### src/rtl/uart_move_parser.sv
// ---------------------------------------------------------------------------
// uart_move_parser
//
// Pulls bytes out of the UART receive FIFO and assembles 4-byte Gobang move
// frames: header, X, Y, checksum.  The checksum byte is the 8-bit XOR of the
// other three.  A frame that checks out and lies on the board is offered to
// the game logic with a valid/ready handshake.  A frame is rejected if the
// checksum is wrong, if a coordinate is off the board, or if the gap between
// bytes is too long.  A rejected frame raises a one-cycle error pulse and is
// counted.
//
// Ports
//   sys_clk     in   system clock, all logic on the rising edge
//   sys_rst_n   in   asynchronous active-low reset
//   rxd_data    in   [7:0] FIFO read data, valid the cycle after rxd_rd_en
//   rxd_empty   in   FIFO empty flag
//   rxd_rd_en   out  FIFO read strobe, single-cycle pulse
//   move_x      out  [3:0] column of the accepted move
//   move_y      out  [3:0] row of the accepted move
//   move_valid  out  move_x/move_y valid, held until move_ready
//   move_ready  in   consumer takes the move when move_valid & move_ready
//   frame_err   out  one-cycle pulse on a rejected frame
//   err_code    out  [1:0] last error cause: 1 checksum, 2 range, 3 timeout
//   err_cnt     out  [7:0] rejected-frame count, saturates at 255
// ---------------------------------------------------------------------------
module uart_move_parser #(
  parameter int          CLK_FREQ   = 100000000,
  parameter int          TIMEOUT_US = 1000,
  parameter int          BOARD_SIZE = 15,
  parameter logic [7:0]  HDR_BYTE   = 8'hAA
) (
  input  logic       sys_clk,
  input  logic       sys_rst_n,
  input  logic [7:0] rxd_data,
  input  logic       rxd_empty,
  output logic       rxd_rd_en,
  output logic [3:0] move_x,
  output logic [3:0] move_y,
  output logic       move_valid,
  input  logic       move_ready,
  output logic       frame_err,
  output logic [1:0] err_code,
  output logic [7:0] err_cnt
);

  localparam int TIMEOUT_CYCLES = (CLK_FREQ / 1000000) * TIMEOUT_US;
  localparam int CNT_W          = $clog2(TIMEOUT_CYCLES + 1);
  localparam logic [CNT_W-1:0] CNT_LAST  = CNT_W'(TIMEOUT_CYCLES - 1);
  localparam logic [7:0]       BOARD_LIM = 8'(BOARD_SIZE);

  localparam logic [2:0] S_HDR = 3'd0;
  localparam logic [2:0] S_X   = 3'd1;
  localparam logic [2:0] S_Y   = 3'd2;
  localparam logic [2:0] S_SUM = 3'd3;
  localparam logic [2:0] S_OUT = 3'd4;

  localparam logic [1:0] ERR_SUM   = 2'd1;
  localparam logic [1:0] ERR_RANGE = 2'd2;
  localparam logic [1:0] ERR_TIME  = 2'd3;

  logic [1:0]       rst_sync;
  logic             rst_n_int;
  logic [2:0]       state;
  logic             byte_vld;
  logic [7:0]       x_reg;
  logic [7:0]       y_reg;
  logic [CNT_W-1:0] to_cnt;
  logic             in_frame;
  logic             timeout_hit;
  logic             sum_ok;
  logic             range_ok;
  logic             err_fire;
  logic [1:0]       err_kind;

  // Reset asserts immediately but is released only on a clock edge, so
  // every register leaves reset in the same cycle.
  always_ff @(posedge sys_clk or negedge sys_rst_n) begin
    if (!sys_rst_n) begin
      rst_sync <= 2'b00;
    end else begin
      rst_sync <= {rst_sync[0], 1'b1};
    end
  end

  assign rst_n_int = rst_sync[1];

  // A read is issued only when nothing is in flight (byte_vld marks the
  // cycle the previous read's data is on rxd_data), so strobes can never be
  // back to back.  Reads stop while a move waits for the consumer.
  always_comb begin
    rxd_rd_en = rst_n_int & ~rxd_empty & (state != S_OUT) & ~byte_vld;
  end

  // Frame checks and error selection.  A byte arriving in the same cycle as
  // the timeout limit is processed and suppresses the timeout.  A bad
  // checksum is reported in preference to a range error.
  always_comb begin
    in_frame    = (state == S_X) || (state == S_Y) || (state == S_SUM);
    timeout_hit = in_frame && !byte_vld && (to_cnt == CNT_LAST);
    sum_ok      = (rxd_data == (HDR_BYTE ^ x_reg ^ y_reg));
    range_ok    = (x_reg < BOARD_LIM) && (y_reg < BOARD_LIM);
    err_fire    = 1'b0;
    err_kind    = 2'd0;
    if (timeout_hit) begin
      err_fire = 1'b1;
      err_kind = ERR_TIME;
    end else if ((state == S_SUM) && byte_vld && !sum_ok) begin
      err_fire = 1'b1;
      err_kind = ERR_SUM;
    end else if ((state == S_SUM) && byte_vld && !range_ok) begin
      err_fire = 1'b1;
      err_kind = ERR_RANGE;
    end
  end

  // byte_vld follows the read strobe by one cycle.  Clearing it in reset
  // drops any read that was outstanding when reset hit.
  always_ff @(posedge sys_clk or negedge rst_n_int) begin
    if (!rst_n_int) begin
      byte_vld <= 1'b0;
    end else begin
      byte_vld <= rxd_rd_en;
    end
  end

  // Inter-byte gap counter.  It only runs while a frame is partly received
  // and restarts on every byte.
  always_ff @(posedge sys_clk or negedge rst_n_int) begin
    if (!rst_n_int) begin
      to_cnt <= '0;
    end else if (byte_vld || !in_frame || timeout_hit) begin
      to_cnt <= '0;
    end else begin
      to_cnt <= to_cnt + 1'b1;
    end
  end

  // Frame FSM.  A header value seen in the X or Y slot is plain data, not a
  // resync.  Any error sends the FSM back to header hunting.
  always_ff @(posedge sys_clk or negedge rst_n_int) begin
    if (!rst_n_int) begin
      state  <= S_HDR;
      x_reg  <= 8'd0;
      y_reg  <= 8'd0;
      move_x <= 4'd0;
      move_y <= 4'd0;
    end else if (err_fire) begin
      state <= S_HDR;
    end else begin
      case (state)
        S_HDR: begin
          if (byte_vld && (rxd_data == HDR_BYTE)) begin
            state <= S_X;
          end
        end
        S_X: begin
          if (byte_vld) begin
            x_reg <= rxd_data;
            state <= S_Y;
          end
        end
        S_Y: begin
          if (byte_vld) begin
            y_reg <= rxd_data;
            state <= S_SUM;
          end
        end
        S_SUM: begin
          if (byte_vld) begin
            move_x <= x_reg[3:0];
            move_y <= y_reg[3:0];
            state  <= S_OUT;
          end
        end
        S_OUT: begin
          if (move_ready) begin
            state <= S_HDR;
          end
        end
        default: begin
          state <= S_HDR;
        end
      endcase
    end
  end

  assign move_valid = (state == S_OUT);

  // Error reporting: the pulse, the cause and the count all change together
  // in the cycle after the failing byte (or the expired gap).
  always_ff @(posedge sys_clk or negedge rst_n_int) begin
    if (!rst_n_int) begin
      frame_err <= 1'b0;
      err_code  <= 2'd0;
      err_cnt   <= 8'd0;
    end else begin
      frame_err <= err_fire;
      if (err_fire) begin
        err_code <= err_kind;
        if (err_cnt != 8'hFF) begin
          err_cnt <= err_cnt + 8'd1;
        end
      end
    end
  end

endmodule

### config.mk
export PLATFORM = sky130hd
export DESIGN_NAME = uart_move_parser
export DESIGN_NICKNAME = d
export VERILOG_FILES = /design/src/rtl/uart_move_parser.sv
export SDC_FILE = /design/constraint.sdc
export NUM_CORES = 1
export LEC_CHECK = 0
export ABC_AREA = 1
export BUFFER_PORTS_ARGS = -buffer_cell sky130_fd_sc_hd__buf_4
export CAP_MARGIN = 40
export CORE_ASPECT_RATIO = 0.75
export CORE_UTILIZATION = 45
export DETAILED_ROUTE_END_ITERATION = 16
export SLEW_MARGIN = 10
export SYNTH_ARGS = -nofsm -noshare
export SYNTH_HDL_FRONTEND = slang
export SYNTH_SLANG_ARGS = --single-unit
### constraint.sdc
create_clock -name sys_clk -period 3.2 [get_ports sys_clk]
set_input_delay 0.64 -clock sys_clk [delete_from_list [all_inputs] [get_ports sys_clk]]
set_output_delay 0.64 -clock sys_clk [all_outputs]
set_load 0.02 [all_outputs]
# Word level (Yosys, flattened, before mapping)
# Cells that the tools add are included.
# totals
output_inout_bits,21
reg_bits,58
elab_cells,72
in_bits,12
# classes
magnitude_cmp,2
add_sub_neg,2
muxes,14
reduce_logical,21
n_eq_ne,14
n_bitwise,8
# op_table
operator,n
two-way mux 3 bit,6
"adder 17 x 1 -> 17 bit, second input constant",1
"== test 17 bit, second input constant",1
two-way mux 17 bit,1
"less-than comparator 8 x 4 -> 1 bit, second input constant",2
"!= test 3 bit, second input constant",5
one-hot mux 3 bit (5 select lines),1
AND reduction 3 bit,3
"adder 8 x 1 -> 8 bit, second input constant",1
== test 8 bit,1
"== test 8 bit, second input constant",1
"!= test 8 bit, second input constant",1
bitwise XOR 8 bit,1
logical AND 1 bit,7
"== test 3 x 2 -> 1 bit, second input constant",2
two-way mux 2 bit,3
AND reduction 5 bit,1
logical NOT 1 bit,4
logical OR 1 bit,4
NOT 4 bit,1
bitwise AND 1 bit,3
"== test 3 x 1 -> 1 bit, second input constant",1
"== test 3 bit, second input constant",1
logical NOT 3 bit,1
other kinds (4),8

# Longest topological paths before layout
# Gate-level depths: netlist of the first run.
# depth
ltp_word,9
ltp_mapped,15
ltp_nobuf,15

# Worst setup path after synthesis of the first run
# Ideal clock, no wire load.
# synth_timing
kind,register to output
startpoint,register rst_sync[1]
endpoint,output rxd_rd_en
setup_slack_ps,166
path_buffers,0
arrival_ps,2394
stages_incl_launch_ff,3
t_required_ps,2560
path_cell_list,dfrtp_1 -> inv_1 -> nor4_1
# synth_between
elab_chain_len,3
# synth_lines
item,line,rtl
start: declaration,61,logic [1:0] rst_sync;
start signal: assignment,81,"rst_sync <= {rst_sync[0], 1'b1};"
bitwise AND 1 bit (3 in series),91,rxd_rd_en = rst_n_int & ~rxd_empty & (state != S_OUT) & ~byte_vld;
end: declaration,36,"output logic rxd_rd_en,"
# No other way between the ends.

# Final worst setup path of the first run
# layout_timing
startpoint,register state[2]
endpoint,output rxd_rd_en
# layout_between
elab_chain_len,3
# layout_lines
item,line,rtl
start: declaration,63,logic [2:0] state;
start signal: assignment,142,state <= S_HDR;
start signal: assignment,148,state <= S_HDR;
start signal: assignment,153,state <= S_X;
!= test 3 bit,91,
bitwise AND 1 bit (2 in series),91,
# No other way between the ends.

==> flow_metrics.env, run 1 <==
export IMPL_final_cell_mix="133 x nand2_1, 57 x dfrtp_1, 46 x inv_1"
export IMPL_track_usage_pct=20.67
export IMPL_ctsLongestPathBuffers=2
export IMPL_setup_tns_final_ns=0
export IMPL_ys_dominant_reg_cell="dfrtp_1"
export IMPL_cts_resized_gates=0
export IMPL_area_delta_synth_final_pct=16.39
export IMPL_pwr_share_comb_pct=37.7
export IMPL_run_status="finished, final reports clean"
export IMPL_cts_root_buf="clkbuf_8"
export IMPL_power_mw=2.797
export IMPL_worstSkewPairLatency_ns=0.34
export IMPL_io_pins=33
export IMPL_die_w_um=97.13
export IMPL_cts_sinks=58
export IMPL_reg2reg_depth=12
export IMPL_crit_required_ns=2.56
export IMPL_synth_fp_nets=401
export IMPL_rrSetupSlack_ns=1.19
export IMPL_netlist_area_um2=3054
export IMPL_tightest_slew_ns=0.7185
export IMPL_viasPerCell=4.946
export IMPL_period_needed_ns=2.106
export IMPL_drt_antenna_violating_nets=0
export IMPL_grt_ovfl_total=0
export IMPL_setup_viol=0
export IMPL_power_switching_mw=1.130
export IMPL_cts_htree_levels=3
export IMPL_async_reset_ff_share_pct=100.0
export IMPL_post_cts_setup_buffers=0
export IMPL_cts_hold_buf=0
export IMPL_fin_nets=443
export IMPL_path_class="reg2out"
export IMPL_maxSlewHeadroom_pct=52.10
export IMPL_powerDensity_nw_per_um2=786.7
export IMPL_yosysSeqAreaShare_pct=47.52
export IMPL_wl_per_cell_um=12.60
export IMPL_largest_register="to_cnt"
export IMPL_hp_class="in2async"
export IMPL_yosys_warnings=0
export IMPL_hold_viol=0
export IMPL_yosysUniqueCellTypes=35
export IMPL_timing_rr_start="to_cnt[0]$_DFF_PN0_"
export IMPL_gp_congestion=0.7894
export IMPL_initial_core_util_pct=47.63
export IMPL_dieArea_um2=7124
export IMPL_drv_slew=0
export IMPL_num_antenna_cells=0
export IMPL_hold_slack_ns=0.07069
export IMPL_switching_share_pct=40.40
export IMPL_rsz0062_at_grt="false"
export IMPL_synth_edf_count=0
export IMPL_drv_cap=0
export IMPL_post_route_period_util_pct=65.82
export IMPL_layout_commonest_cell="nand2_1"
export IMPL_regToRegEndpoint="to_cnt[14]$_DFF_PN0_"
export IMPL_clkPwrFrac_pct=21.4
export IMPL_grt_pass1_vias=2376
export IMPL_finalWirelength_mm=6.488
export IMPL_synth_seq_cells=58
export IMPL_cts_tree="done"
export IMPL_dp_hpwl_mm=4.665
export IMPL_cts_buffers=9
export IMPL_netlist_instances=387
export IMPL_clock_fmax_mhz=474.8
export IMPL_dr_pass1_iters=5
export IMPL_critPathArrivalTime_ns=1.47
export IMPL_peakVddDrop_v=0.0002772
export IMPL_start_kind="flop"
export IMPL_grt_max_degree=57
export IMPL_vias=2547
export IMPL_die_y_um=73.35
export IMPL_avgSynthCellArea_um2=7.892
export IMPL_crit_start="state[2]$_DFFE_PN0P_"
export IMPL_p_seq_share_pct=40.9
export IMPL_drtIter0Drc=217
export IMPL_drc=0
export IMPL_grt_pass1_wl_mm=11.31
export IMPL_antenna_found_initial=0
export IMPL_leakagePower_nw=1.813
export IMPL_path_max_fanout=5
export IMPL_cp_end_kind="primary output"
export IMPL_core_area_um2=6412
export IMPL_intPower_mw=1.667
export IMPL_largest_reg_flops=17
export IMPL_clock_skew_final_ns=0.008835
export IMPL_drive_above_1_share_pct=18.20
export IMPL_portBuffers=32
export IMPL_crit_end="rxd_rd_en"
export IMPL_core_rowCount=25
export IMPL_path_clk_slew_ns=0.06
-- area by class of cell --
type	count	area (um2)
clock buffers	13	158.9
clock inverters	3	15.01
inverters	53	198.9
fillers	612	2858
repair buffers	35	262.8
flip-flops and latches	58	1453
multi-input cells	272	1365
well taps	81	101.3
-- power groups by stage --
stage / clock, mW / sequential [mW] / combinational, mW
floorplan: 0 / 1.21 / 0.660
global placement: 0 / 1.15 / 1.05
detailed placement: 0 / 1.15 / 1.06
CTS: 0.615 / 1.14 / 1.06
global route: 0.657 / 1.18 / 1.21
finish: 0.599 / 1.14 / 1.05
-- kinds of logic (layout without fill, tap and decap cells) --
kind of cell | count (synthesis) | count (layout) | share of synthesized area [%]
compound gates | 29 | 29 | 6.186
xor+xnor | 9 | 9 | 2.827
other cells | 1 | 1 | 0.1228
fa+ha+maj | 2 | 2 | 0.8192
buf+inv | 57 | 104 | 7.784
flops | 58 | 58 | 47.52
simple gates | 231 | 231 | 34.74
-- worst max-delay path, stage by stage (launching register included) --
cell and delay [ns]:
dfrtp_1 0.43, inv_1 0.08, nor3_1 0.34, nor4_1 0.11, buf_4 0.18
-- routing by layer --
metal	wire length, um	global-route usage (%)	up-vias
li1	-	-	1324
met1	3560	30.07	1161
met2	2627	29.42	60
met3	272	6.946	2
met4	27	5.473	0
met5	0	0	-
-- through the flow --
stage | util, % | cells | setup WS (ns) | cell area (um2)
global route | 55.43 | 515 | 0.8996 | 3555
CTS | 55.43 | 515 | 1.063 | 3555
finish | 55.43 | 515 | 1.094 | 3555
floorplan | - | 387 | 0.1659 | 3054
global placement | 52.72 | 499 | 1.031 | 3381
detailed placement | 52.72 | 499 | 1.015 | 3381
-- worst min-delay path by stage --
stage	from	to	slack, ns	cells past startpoint
after CTS	sys_rst_n	rst_sync[1]$_DFF_PN0_	0.05	1
after global routing	sys_rst_n	rst_sync[1]$_DFF_PN0_	0.04	1
after global placement	rst_sync[0]$_DFF_PN0_	rst_sync[1]$_DFF_PN0_	0.34	0
final	sys_rst_n	rst_sync[1]$_DFF_PN0_	0.07	1
after floorplan	rst_sync[0]$_DFF_PN0_	rst_sync[1]$_DFF_PN0_	0.33	0
after detailed placement	rst_sync[0]$_DFF_PN0_	rst_sync[1]$_DFF_PN0_	0.34	0
-- cell usage after synthesis (5+ instances only) --
master / count / area, um2
nand3_1: 33 / 165.2
a21oi_1: 9 / 45.04
dfrtp_1: 58 / 1451
nand2_1: 133 / 499.2
o21ai_2: 8 / 70.07
o21ai_0: 6 / 30.03
inv_1: 46 / 172.7
nand4_1: 13 / 81.33
nor2_1: 20 / 75.07
inv_2: 5 / 18.77
nor3_1: 9 / 45.04
(Power assumes the default switching activity.)
==> run 2: changes to the inputs <==
==> constraint.sdc (replaced) <==
create_clock -name sys_clk -period 2 [get_ports sys_clk]
set_input_delay 0.4 -clock sys_clk [delete_from_list [all_inputs] [get_ports sys_clk]]
set_output_delay 0.4 -clock sys_clk [all_outputs]
set_load 0.02 [all_outputs]
==> flow_metrics.env, run 2 (same netlist as run 1, synthesis figures left out) <==
export IMPL_drc=0
export IMPL_drive_above_1_share_pct=22.89
export IMPL_wl_per_cell_um=13.43
export IMPL_peakVddDrop_v=0.0005479
export IMPL_hp_class="in2reg"
export IMPL_die_y_um=73.35
export IMPL_final_cell_mix="131 x nand2_1, 57 x dfrtp_1, 49 x buf_4"
export IMPL_maxSlewHeadroom_pct=52.46
export IMPL_ctsLongestPathBuffers=2
export IMPL_cp_slowest_cell="dfrtp_1"
export IMPL_clock_skew_final_ns=0.004290
export IMPL_initial_core_util_pct=47.63
export IMPL_layout_setup_ws_ns=0.1438
export IMPL_path_delay_family="simple AND/OR/NAND/NOR gates"
export IMPL_critPathMaxStageDelay_ns=0.37
export IMPL_crit_required_ns=2.22
export IMPL_leakagePower_nw=1.912
export IMPL_setup_viol=0
export IMPL_dieArea_um2=7124
export IMPL_die_w_um=97.13
export IMPL_viasPerCell=5.009
export IMPL_hold_viol=0
export IMPL_post_dp_cell_area_um2=3435
export IMPL_setup_tns_final_ns=0
export IMPL_io_pins=33
export IMPL_cts_root_buf="clkbuf_8"
export IMPL_cpMostUsedCell="nand2_1"
export IMPL_fillers=608
export IMPL_finish_utilization_pct=59.12
export IMPL_area_delta_synth_final_pct=24.13
export IMPL_drtIter0Drc=156
export IMPL_tightest_slew_ns=0.7130
export IMPL_cts_sinks=58
export IMPL_path_class="reg2reg"
export IMPL_drt_antenna_violating_nets=0
export IMPL_cp_num_buf_inv=2
export IMPL_path_clk_slew_ns=0.06
export IMPL_start_kind="flop"
export IMPL_cts_tree="done"
export IMPL_track_usage_pct=21.39
export IMPL_layout_commonest_cell="nand2_1"
export IMPL_clock_fmax_mhz=538.7
export IMPL_powerDensity_nw_per_um2=1279
export IMPL_dr_pass1_iters=4
export IMPL_gp_congestion=0.8527
export IMPL_finalWirelength_mm=7.130
export IMPL_drv_slew=0
export IMPL_core_rowCount=25
export IMPL_vias=2660
export IMPL_grt_pass1_vias=2415
export IMPL_largest_reg_flops=17
export IMPL_grt_pass1_wl_mm=11.76
export IMPL_dp_worst_setup_slack_ns=0.03079
export IMPL_largest_register="to_cnt"
export IMPL_period_needed_ns=1.856
export IMPL_num_antenna_cells=0
export IMPL_antenna_found_initial=0
export IMPL_core_area_um2=6412
export IMPL_path_max_fanout=5
export IMPL_fin_nets=459
export IMPL_cts_htree_levels=3
export IMPL_final_cell_area_um2=3791
export IMPL_hold_slack_ns=0.2303
export IMPL_run_status="finished, final reports clean"
export IMPL_portBuffers=32
export IMPL_critPathArrivalTime_ns=2.07
export IMPL_grt_max_degree=57
export IMPL_post_route_period_util_pct=92.81
export IMPL_worstSkewPairLatency_ns=0.33
export IMPL_dp_hpwl_mm=4.930
export IMPL_drv_cap=0
export IMPL_cts_buffers=9
export IMPL_cp_end_kind="flop"
export IMPL_grt_ovfl_total=0
export IMPL_crit_chain="ha_1 > nand2_1 > inv_1 > nand2_1 > nor2_4 > nand4_2 > nand3_4 > nand2_8 > buf_4 > xnor2_2"
==> run 2: cell types whose count changed in the layout (fill, tap and decap cells not counted), moves of 2 or more <==
cell      previous run  this run
clkinv_2             3         1
nand2_1            133       131
inv_2                5         7
nor4_2               0         2
buf_4               35        49
nor4_1               4         2
inv_1               46        44
nor2_4               0         3
==> run 2: routing by layer <==
metal | GRT usage [%] | vias to the layer above | wire [um]
met5 | 0 | - | 0
met4 | 5.970 | 0 | 60
met3 | 6.470 | 9 | 395
met2 | 30.91 | 61 | 2960
met1 | 31.07 | 1231 | 3715
li1 | - | 1359 | -
==> run 2: final timing paths <==
check / start / end / slack, ns / depth (start not counted)
setup / recovery: to_cnt[0]$_DFF_PN0_ / err_cnt[0]$_DFFE_PN0P_ / 0.14 / 10
hold / removal: rxd_empty / byte_vld$_DFF_PN0_ / 0.23 / 2
setup reg to reg: to_cnt[0]$_DFF_PN0_ / err_cnt[0]$_DFFE_PN0P_ / 0.14 / 10
hold reg to reg: rst_sync[0]$_DFF_PN0_ / rst_sync[1]$_DFF_PN0_ / 0.36 / 0
max in group asynchronous: rst_sync[1]$_DFF_PN0_ / y_reg[3]$_DFFE_PN0P_ / 1.06 / 1
min in group asynchronous: sys_rst_n / rst_sync[1]$_DFF_PN0_ / 0.39 / 2
==> run 2: area by class of cell <==
class                      instances  area (um2)  share of cell area [%]
timing repair buffer              50       377.9                   9.967
clock inverter                     2       35.03                  0.9241
clock buffer                      14       172.7                   4.554
inverter                          53       198.9                   5.248
multi-input combinational        273        1450                   38.25
tap                               81       101.3                   2.673
sequential                        58        1455                   38.38
==> run 2: report_power, final <==
part | internal (mW) | switching, mW | total (mW)
logic | 0.768 | 1.12 | 1.89
registers | 1.51 | 0.320 | 1.83
clock network | 0.677 | 0.452 | 1.13
total | 2.96 | 1.89 | 4.85
==> run 2: metrics by stage <==
stage | power [mW] | instances
final | 4.849 | 531
after global routing | 5.245 | 531
after CTS | 4.752 | 522
after detailed placement | 3.604 | 505
after global placement | 3.566 | 505
after floorplan | 3.000 | 387
==> run 2: what timing repair did <==
action	4_1_cts	5_1_grt
gates resized for setup	0	16
setup endpoints to repair	0	22
hold buffers	1	0
setup buffers	0	8
hold endpoints to repair	2	0
